[src/rtl/video_timing_pkg.sv]
// Shared types and elaboration-time helpers for the video timing generator.
// Phases of one raster axis plus constant functions used to size and
// validate the geometry parameters.
package video_timing_pkg;

    // Phase of one axis; the order is the order the raster walks through them.
    typedef enum logic [1:0] {
        PH_ACT = 2'd0,
        PH_FP  = 2'd1,
        PH_SY  = 2'd2,
        PH_BP  = 2'd3
    } phase_e;

    // Length of a full line or frame from its four phase lengths.
    function automatic int phase_total(input int act, input int fp, input int sy, input int bp);
        return act + fp + sy + bp;
    endfunction

    // Smallest bit width able to represent max_val.
    function automatic int min_width(input int max_val);
        int w;
        w = 1;
        for (int i = 1; i < 32; i++) begin
            if ((max_val >> i) != 0) w = i + 1;
        end
        return w;
    endfunction

endpackage

[src/rtl/video_timing_axis.sv]
// One raster axis (horizontal or vertical): position counter plus a
// four-phase FSM (ACT -> FP -> SY -> BP). Advances on step, jumps to the
// start of ACT on restart. Reset parks the axis on the last position.
// Outputs:
//   pos   - registered current position
//   phase - phase the axis holds after the coming edge (lets the parent
//           register flags that line up with pos in the same cycle)
//   wrap  - this step leaves BP and returns pos to 0
module video_timing_axis
    import video_timing_pkg::*;
#(
    parameter int LEN_ACT = 640,
    parameter int LEN_FP  = 16,
    parameter int LEN_SY  = 96,
    parameter int LEN_BP  = 48,
    parameter int POS_W   = 10
) (
    input  logic             clk,
    input  logic             reset,
    input  logic             step,
    input  logic             restart,
    output logic [POS_W-1:0] pos,
    output logic [1:0]       phase,
    output logic             wrap
);

    localparam int               TOTAL    = phase_total(LEN_ACT, LEN_FP, LEN_SY, LEN_BP);
    localparam logic [POS_W-1:0] LAST_POS = POS_W'(TOTAL - 1);
    localparam logic [POS_W-1:0] LAST_BP  = POS_W'(LEN_BP - 1);

    phase_e           phase_q, phase_d;
    logic [POS_W-1:0] pos_q, pos_d;
    logic [POS_W-1:0] cnt_q, cnt_d;

    // Last in-phase count of each phase.
    function automatic logic [POS_W-1:0] last_cnt(input phase_e p);
        case (p)
            PH_ACT:  return POS_W'(LEN_ACT - 1);
            PH_FP:   return POS_W'(LEN_FP - 1);
            PH_SY:   return POS_W'(LEN_SY - 1);
            default: return POS_W'(LEN_BP - 1);
        endcase
    endfunction

    function automatic phase_e next_phase(input phase_e p);
        case (p)
            PH_ACT:  return PH_FP;
            PH_FP:   return PH_SY;
            PH_SY:   return PH_BP;
            default: return PH_ACT;
        endcase
    endfunction

    // Next position, phase and in-phase count; restart overrides stepping.
    always_comb begin
        // NOTE: every signal gets a default first so no path leaves it unassigned (which would infer a latch).
        pos_d   = pos_q;
        phase_d = phase_q;
        cnt_d   = cnt_q;
        wrap    = 1'b0;
        if (restart) begin
            pos_d   = '0;
            phase_d = PH_ACT;
            cnt_d   = '0;
        end else if (step) begin
            pos_d = (pos_q == LAST_POS) ? '0 : pos_q + POS_W'(1);
            if (cnt_q == last_cnt(phase_q)) begin
                cnt_d   = '0;
                phase_d = next_phase(phase_q);
                wrap    = (phase_q == PH_BP);
            end else begin
                cnt_d = cnt_q + POS_W'(1);
            end
        end
    end

    // Axis state register; reset parks on the final position of BP.
    always_ff @(posedge clk or negedge reset) begin
        // NOTE: sequential state uses non-blocking assignments so all flops update together at the edge.
        if (!reset) begin
            pos_q   <= LAST_POS;
            phase_q <= PH_BP;
            cnt_q   <= LAST_BP;
        end else begin
            pos_q   <= pos_d;
            phase_q <= phase_d;
            cnt_q   <= cnt_d;
        end
    end

    assign pos   = pos_q;
    assign phase = phase_d;

endmodule

[src/rtl/video_timing_gen.sv]
// Parametrised raster timing generator: hsync/vsync/display_on, beam
// position, line/frame start pulses, frame counter and genlock resync.
// All flags are registered from the next position so they match hpos/vpos
// in the same cycle. The raster advances only when pix_en is high.
// Build option: define VT_FRAME_COUNT_EN to keep the frame counter;
// otherwise frame_count is tied to 0 and its register removed.
module video_timing_gen
    import video_timing_pkg::*;
#(
    parameter int H_DISPLAY = 640,
    parameter int H_FRONT   = 16,
    parameter int H_SYNC    = 96,
    parameter int H_BACK    = 48,
    parameter int V_DISPLAY = 480,
    parameter int V_BOTTOM  = 10,
    parameter int V_SYNC    = 2,
    parameter int V_TOP     = 33,
    parameter bit HSYNC_POL = 1'b0,
    parameter bit VSYNC_POL = 1'b0,
    parameter int POS_W     = 10,
    parameter int FRAME_W   = 8
) (
    input  logic               clk,
    input  logic               reset,
    input  logic               pix_en,
    input  logic               resync,
    output logic [POS_W-1:0]   hpos,
    output logic [POS_W-1:0]   vpos,
    output logic               hsync,
    output logic               vsync,
    output logic               display_on,
    output logic               line_start,
    output logic               frame_start,
    output logic [FRAME_W-1:0] frame_count
);

    localparam int H_TOTAL = phase_total(H_DISPLAY, H_FRONT, H_SYNC, H_BACK);
    localparam int V_TOTAL = phase_total(V_DISPLAY, V_BOTTOM, V_SYNC, V_TOP);

    // Reject degenerate geometry at elaboration.
    if (H_DISPLAY <= 0 || H_FRONT <= 0 || H_SYNC <= 0 || H_BACK <= 0 ||
        V_DISPLAY <= 0 || V_BOTTOM <= 0 || V_SYNC <= 0 || V_TOP <= 0 ||
        POS_W <= 0 || FRAME_W <= 0) begin : g_bad_zero
        $error("video_timing_gen: all geometry and width parameters must be non-zero");
    end
    if (POS_W < min_width(H_TOTAL - 1) || POS_W < min_width(V_TOTAL - 1)) begin : g_bad_width
        $error("video_timing_gen: POS_W too small for H_TOTAL-1 / V_TOTAL-1");
    end

    logic       pend_q, pend_d;
    logic       hsync_q, hsync_d;
    logic       vsync_q, vsync_d;
    logic       display_on_q, display_on_d;
    logic       line_start_q, line_start_d;
    logic       frame_start_q, frame_start_d;
    logic       restart;
    logic       h_wrap, v_wrap, v_step;
    logic [1:0] h_phase_nxt, v_phase_nxt;

    // A resync (live or pending) takes effect on the next enabled cycle.
    assign restart = pix_en & (resync | pend_q);
    assign v_step  = h_wrap & pix_en;

    video_timing_axis #(
        .LEN_ACT (H_DISPLAY),
        .LEN_FP  (H_FRONT),
        .LEN_SY  (H_SYNC),
        .LEN_BP  (H_BACK),
        .POS_W   (POS_W)
    ) u_h_axis (
        .clk     (clk),
        .reset   (reset),
        .step    (pix_en),
        .restart (restart),
        .pos     (hpos),
        .phase   (h_phase_nxt),
        .wrap    (h_wrap)
    );

    video_timing_axis #(
        .LEN_ACT (V_DISPLAY),
        .LEN_FP  (V_BOTTOM),
        .LEN_SY  (V_SYNC),
        .LEN_BP  (V_TOP),
        .POS_W   (POS_W)
    ) u_v_axis (
        .clk     (clk),
        .reset   (reset),
        .step    (v_step),
        .restart (restart),
        .pos     (vpos),
        .phase   (v_phase_nxt),
        .wrap    (v_wrap)
    );

    // Flags derived from the phase each axis enters on this edge.
    always_comb begin
        pend_d        = pix_en ? 1'b0 : (pend_q | resync);
        hsync_d       = (h_phase_nxt == PH_SY) ? HSYNC_POL : ~HSYNC_POL;
        vsync_d       = (v_phase_nxt == PH_SY) ? VSYNC_POL : ~VSYNC_POL;
        display_on_d  = (h_phase_nxt == PH_ACT) && (v_phase_nxt == PH_ACT);
        line_start_d  = restart | h_wrap;
        frame_start_d = restart | v_wrap;
    end

    // Output flag and pending-resync registers.
    always_ff @(posedge clk or negedge reset) begin
        if (!reset) begin
            pend_q        <= 1'b0;
            hsync_q       <= ~HSYNC_POL;
            vsync_q       <= ~VSYNC_POL;
            display_on_q  <= 1'b0;
            line_start_q  <= 1'b0;
            frame_start_q <= 1'b0;
        end else begin
            pend_q        <= pend_d;
            hsync_q       <= hsync_d;
            vsync_q       <= vsync_d;
            display_on_q  <= display_on_d;
            line_start_q  <= line_start_d;
            frame_start_q <= frame_start_d;
        end
    end

    assign hsync       = hsync_q;
    assign vsync       = vsync_q;
    assign display_on  = display_on_q;
    assign line_start  = line_start_q;
    assign frame_start = frame_start_q;

`ifdef VT_FRAME_COUNT_EN
    logic [FRAME_W-1:0] frame_count_q, frame_count_d;

    // Count frames on the same edge that raises frame_start; wraps silently.
    always_comb begin
        frame_count_d = frame_start_d ? frame_count_q + FRAME_W'(1) : frame_count_q;
    end

    // Frame counter register; all-ones at reset so the first frame reads 0.
    always_ff @(posedge clk or negedge reset) begin
        if (!reset) frame_count_q <= '1;
        else        frame_count_q <= frame_count_d;
    end

    assign frame_count = frame_count_q;
`else
    assign frame_count = '0;
`endif

endmodule

[config.mk]
export PLATFORM = sky130hd
export DESIGN_NAME = video_timing_gen
export DESIGN_NICKNAME = d
export VERILOG_FILES = /design/src/rtl/video_timing_pkg.sv /design/src/rtl/video_timing_axis.sv /design/src/rtl/video_timing_gen.sv
export SDC_FILE = /design/constraint.sdc
export NUM_CORES = 1
export LEC_CHECK = 0
export ABC_AREA = 0
export CAP_MARGIN = 20
export CORE_MARGIN = 1
export CORE_UTILIZATION = 23
export CTS_CLUSTER_DIAMETER = 60
export DETAILED_ROUTE_END_ITERATION = 6
export GPL_TIMING_DRIVEN = 0
export HOLD_SLACK_MARGIN = 0.03
export PLACE_DENSITY = 0.5
export SLEW_MARGIN = 20
export SYNTH_ARGS = -nofsm -noshare
export SYNTH_HDL_FRONTEND = slang
export SYNTH_HIERARCHICAL = 1
export SYNTH_SLANG_ARGS = --single-unit
export TNS_END_PERCENT = 1
[constraint.sdc]
create_clock -name clk -period 3.49 [get_ports clk]
set_clock_uncertainty 0.05 [all_clocks]
set_input_delay 0.5235 -clock clk [delete_from_list [all_inputs] [get_ports clk]]
set_output_delay 0.5235 -clock clk [all_outputs]
set_load 0.01 [all_outputs]
==> metrics.md <==
| Metric | Value |
|---|---|
| Total power | `1.32 mW` |
| Routed WL | `roughly 6.5 mm` |
| Multiplexer share of the synthesized area | `less than 1%` |
| GRT Total Usage | `10.4%` |
| Switching share of power | `between 20% and 30%` |
| Post-Place Cell Area | `between 3000 and 4000 um^2` |
| H-tree levels | `2` |
| Final worst path period share | `between 90 and 100%` |
| Fin. max-slew vios | `0` |
| Placed Cells | `roughly 510` |
| Post-CTS Setup Inserts | `0` |
| Crit Path Max Fanout | `7` |
| Hold_ws | `slightly above 0.2 ns` |
| Reg power frac | `slightly below 50%` |
| CP Launch Type | `flop` |
| Routed via count | `around 2300` |
| Hold Path Class | `input pin to asynchronous set/reset pin` |
| Vias in the first global route | `~2200` |
| Number of synthesized flops with an enable pin | `0` |
| Share of layout cells above drive strength 1 | `between 15 and 20%` |
| Compound-cell area share of the yosys netlist | `~14%` |
| Syn Inst Count | `about 300` |
| Pint | `~980 uW` |
| RR Endpoint | `u_v_axis/pos[6]$_DFFE_PN0P_` |
| Core Box Area | `roughly 12000 um^2` |
| Adder-Cell Fraction of Synth Area | `5.56%` |
| DR pass1 iterations | `4` |
| Finished Cell Area | `between 3000 and 4000 um^2` |
| Worst-Skew Late Latency | `about 0.29 ns` |
| CP Capture Type | `flop` |
| Yosys reg bits | `50` |
| Antenna-violating nets left | `0` |
| Reg2reg path depth | `11` |
| XOR/XNOR share of the synthesized area | `around 6.6%` |
| NetSw | `roughly 340 uW` |
| Share of synthesized registers carrying an async set or reset | `100%` |
| Combinational power share | `between 10 and 15%` |
| Clock-pin slew on the worst setup and hold paths | `~0.07 ns` |
| Ports | `37` |
| CTS Buf Count | `5` |
| Die span in x | `roughly 110 um` |
| Post-DP HPWL | `roughly 4.5 mm` |
| First-pass GRT wire length | `10.9 mm` |
| Drt initial violations | `between 100 and 150` |
| Dominant synthesized flop cell | `dfrtp_1` |
| Worst EP required | `~3.7 ns` |
| YS warnings | `6` |
| Std cell rows | `40` |
| Crit path DAT | `between 3 and 4 ns` |
| Clk root buf | `clkbuf_16` |
| Clock Tree Buf Depth | `2` |
| Fmax | `317 MHz` |
| Worst R2R Start | `u_h_axis/phase_q[0]$_DFF_PN1_` |
| Final routed DRC violation total | `0` |
| Kind of critical path | `flop to flop` |
| Slew @ Worst Pin | `about 0.63 ns` |
| Port bufs | `28` |
| Worst vdd ir | `~0.17 mV` |
| Most frequent cells in the layout | `nor2_1, nand2_1, dfrtp_1, clkdlybuf4s50_1, dfstp_2` |
| Cell area after synthesis | `between 2000 and 3000 um^2` |
| Max-Cap Viols | `0` |
| Commonest non-fill, non-tap cell in the layout | `nor2_1` |
| Effective utilization at floorplan | `24.0%` |
| Leak | `roughly 1.4 nW` |
| Pwr Density | `365 nW/um^2` |
| Mean area per synthesized cell | `about 9.5 um^2` |
| Status | `finished, final reports clean` |
| Clock sink count | `50` |
| Pin count of the biggest net entering global routing | `between 50 and 60` |
| Layout Nets | `approximately 370` |
| Final non-filler cell total | `slightly above 500` |
| Slew Limit Headroom | `slightly below 60%` |
| Die Ht | `approximately 110 um` |
| Fillers | `1289` |
| Slack of the worst reg-to-reg path | `between 0.3 and 0.4 ns` |
| Clk network pwr share | `a little under two fifths` |
| Routability-driven placement congestion ratio | `slightly below 0.8` |
| Post-Synth Simple-Gate Area | `25.3%` |
| WL/cell | `~12 um` |
| Unique masters post-synth | `between 50 and 60` |
| Initial antenna violation count | `0` |
| TritonCTS clock tree | `done` |
| RSZ-0062 raised after global routing | `false` |
| Hold Vio Cnt, Final | `0` |
| Register area share after synthesis | `43.7%` |
| Final global-route overflow total | `0` |
| ANT cells | `0` |
| P&R area growth vs syn | `23.3%` |
| Via density | `4.47` |
| Die ar. | `approximately 13000 um^2` |
| Main combinational cell family by area after synthesis | `simple AND/OR/NAND/NOR gates` |
| Final setup viols | `0` |
| Crit path time final | `3.15 ns` |
[power by group through the flow]
stage	Sequential, mW	Clock [mW]	Combinational, mW
2_1_floorplan	0.661	0	0.0787
3_3_place_gp	0.659	0	0.162
3_5_place_dp	0.661	0	0.165
4_1_cts	0.650	0.526	0.166
5_1_grt	0.655	0.545	0.184
6_report	0.650	0.506	0.163
[timing repair]
item,CTS,global route
hold buffers,0,0
gates cloned,0,0
gates resized for setup,1,3
setup endpoints to repair,5,6
hold endpoints to repair,0,0
[stage by stage]
step | setup TNS [ns] | setup WS [ns] | utilization, %
6_report | 0 | 0.339 | 29.6
5_1_grt | 0 | 0.133 | 29.6
3_5_place_dp | -1.66 | -0.301 | 28.2
2_1_floorplan | 0 | 0.447 | -
4_1_cts | 0 | 0.0157 | 29.5
3_3_place_gp | -1.53 | -0.262 | 28.2
[how the worst max path moves through the flow]
stage	startpoint	end	slack [ns]	cells past startpoint
after floorplan	u_h_axis/phase_q[0]$_DFF_PN1_	u_v_axis/pos[6]$_DFFE_PN0P_	0.45	12
after global placement	pix_en	u_v_axis/pos[6]$_DFFE_PN0P_	-0.26	11
after detailed placement	pix_en	u_v_axis/pos[8]$_DFFE_PN0P_	-0.30	11
after CTS	pix_en	u_v_axis/pos[6]$_DFFE_PN0P_	0.02	11
after global routing	u_h_axis/phase_q[0]$_DFF_PN1_	u_v_axis/pos[8]$_DFFE_PN0P_	0.13	11
final	u_h_axis/phase_q[0]$_DFF_PN1_	u_v_axis/pos[6]$_DFFE_PN0P_	0.34	11
[kinds of logic after synthesis]
group	count (synthesis)
and+or+nand+nor	139
AOI/OAI and AO/OA	55
DFF	50
buffers and inverters	28
xor gates and xnor gates	22
adders and majority gates	13
other	1
muxes	1
[flip-flops by register name, summed over array words and instances, names as in the netlist, 2 cells and up]
name / cells
u_h_axis/pos: 10
u_h_axis/phase_q: 2
u_v_axis/pos: 10
u_h_axis/cnt_q: 10
u_v_axis/cnt_q: 10
u_v_axis/phase_q: 2
[metal layers]
layer | vias to the layer above | routed length (um) | track usage (%)
li1 | 1150 | - | -
met1 | 1127 | 3070 | 13.7
met2 | 37 | 3070 | 16.7
met3 | 5 | 264 | 2.79
met4 | 0 | 55 | 3.20
met5 | - | 0 | 0
[cell type report]
type | instances | area [um^2] | share of cell area (%)
clock inverter | 2 | 12.5 | 0.347
clock buffer | 6 | 139 | 3.85
sequential | 50 | 1280 | 35.4
multi-input combinational | 238 | 1550 | 42.9
tap | 168 | 210 | 5.82
buffer | 13 | 86.3 | 2.39
inverter | 14 | 56.3 | 1.56
timing repair buffer | 28 | 280 | 7.76
[critical path: stages, from the launching register on]
cell and delay (ns):
dfstp_2 0.57, inv_1 0.07, ha_1 0.33, and2_1 0.21, nor4_4 0.30, and3_1 0.20
and3_1 0.16, and2_1 0.30, or2_2 0.24, nand3_1 0.18, or3_1 0.34, a21oi_1 0.14
[cell usage after synthesis, drive strengths merged, types with 5 or more instances]
cell type,number,area [um^2]
a21oi,12,60.1
and2,7,43.8
and3,7,43.8
buf,9,71.3
clkbuf,5,18.8
dfrtp,28,701
dfstp,22,578
ha,13,163
inv,13,48.8
nand2,29,109
nand2b,5,31.3
nand3,14,70.1
nand4,7,43.8
nor2,31,116
nor3,7,35.0
nor4,6,43.8
o21ai,21,139
or3,6,37.5
xnor2,7,61.3
xor2,15,131
Power figures use the tool's default switching activity.
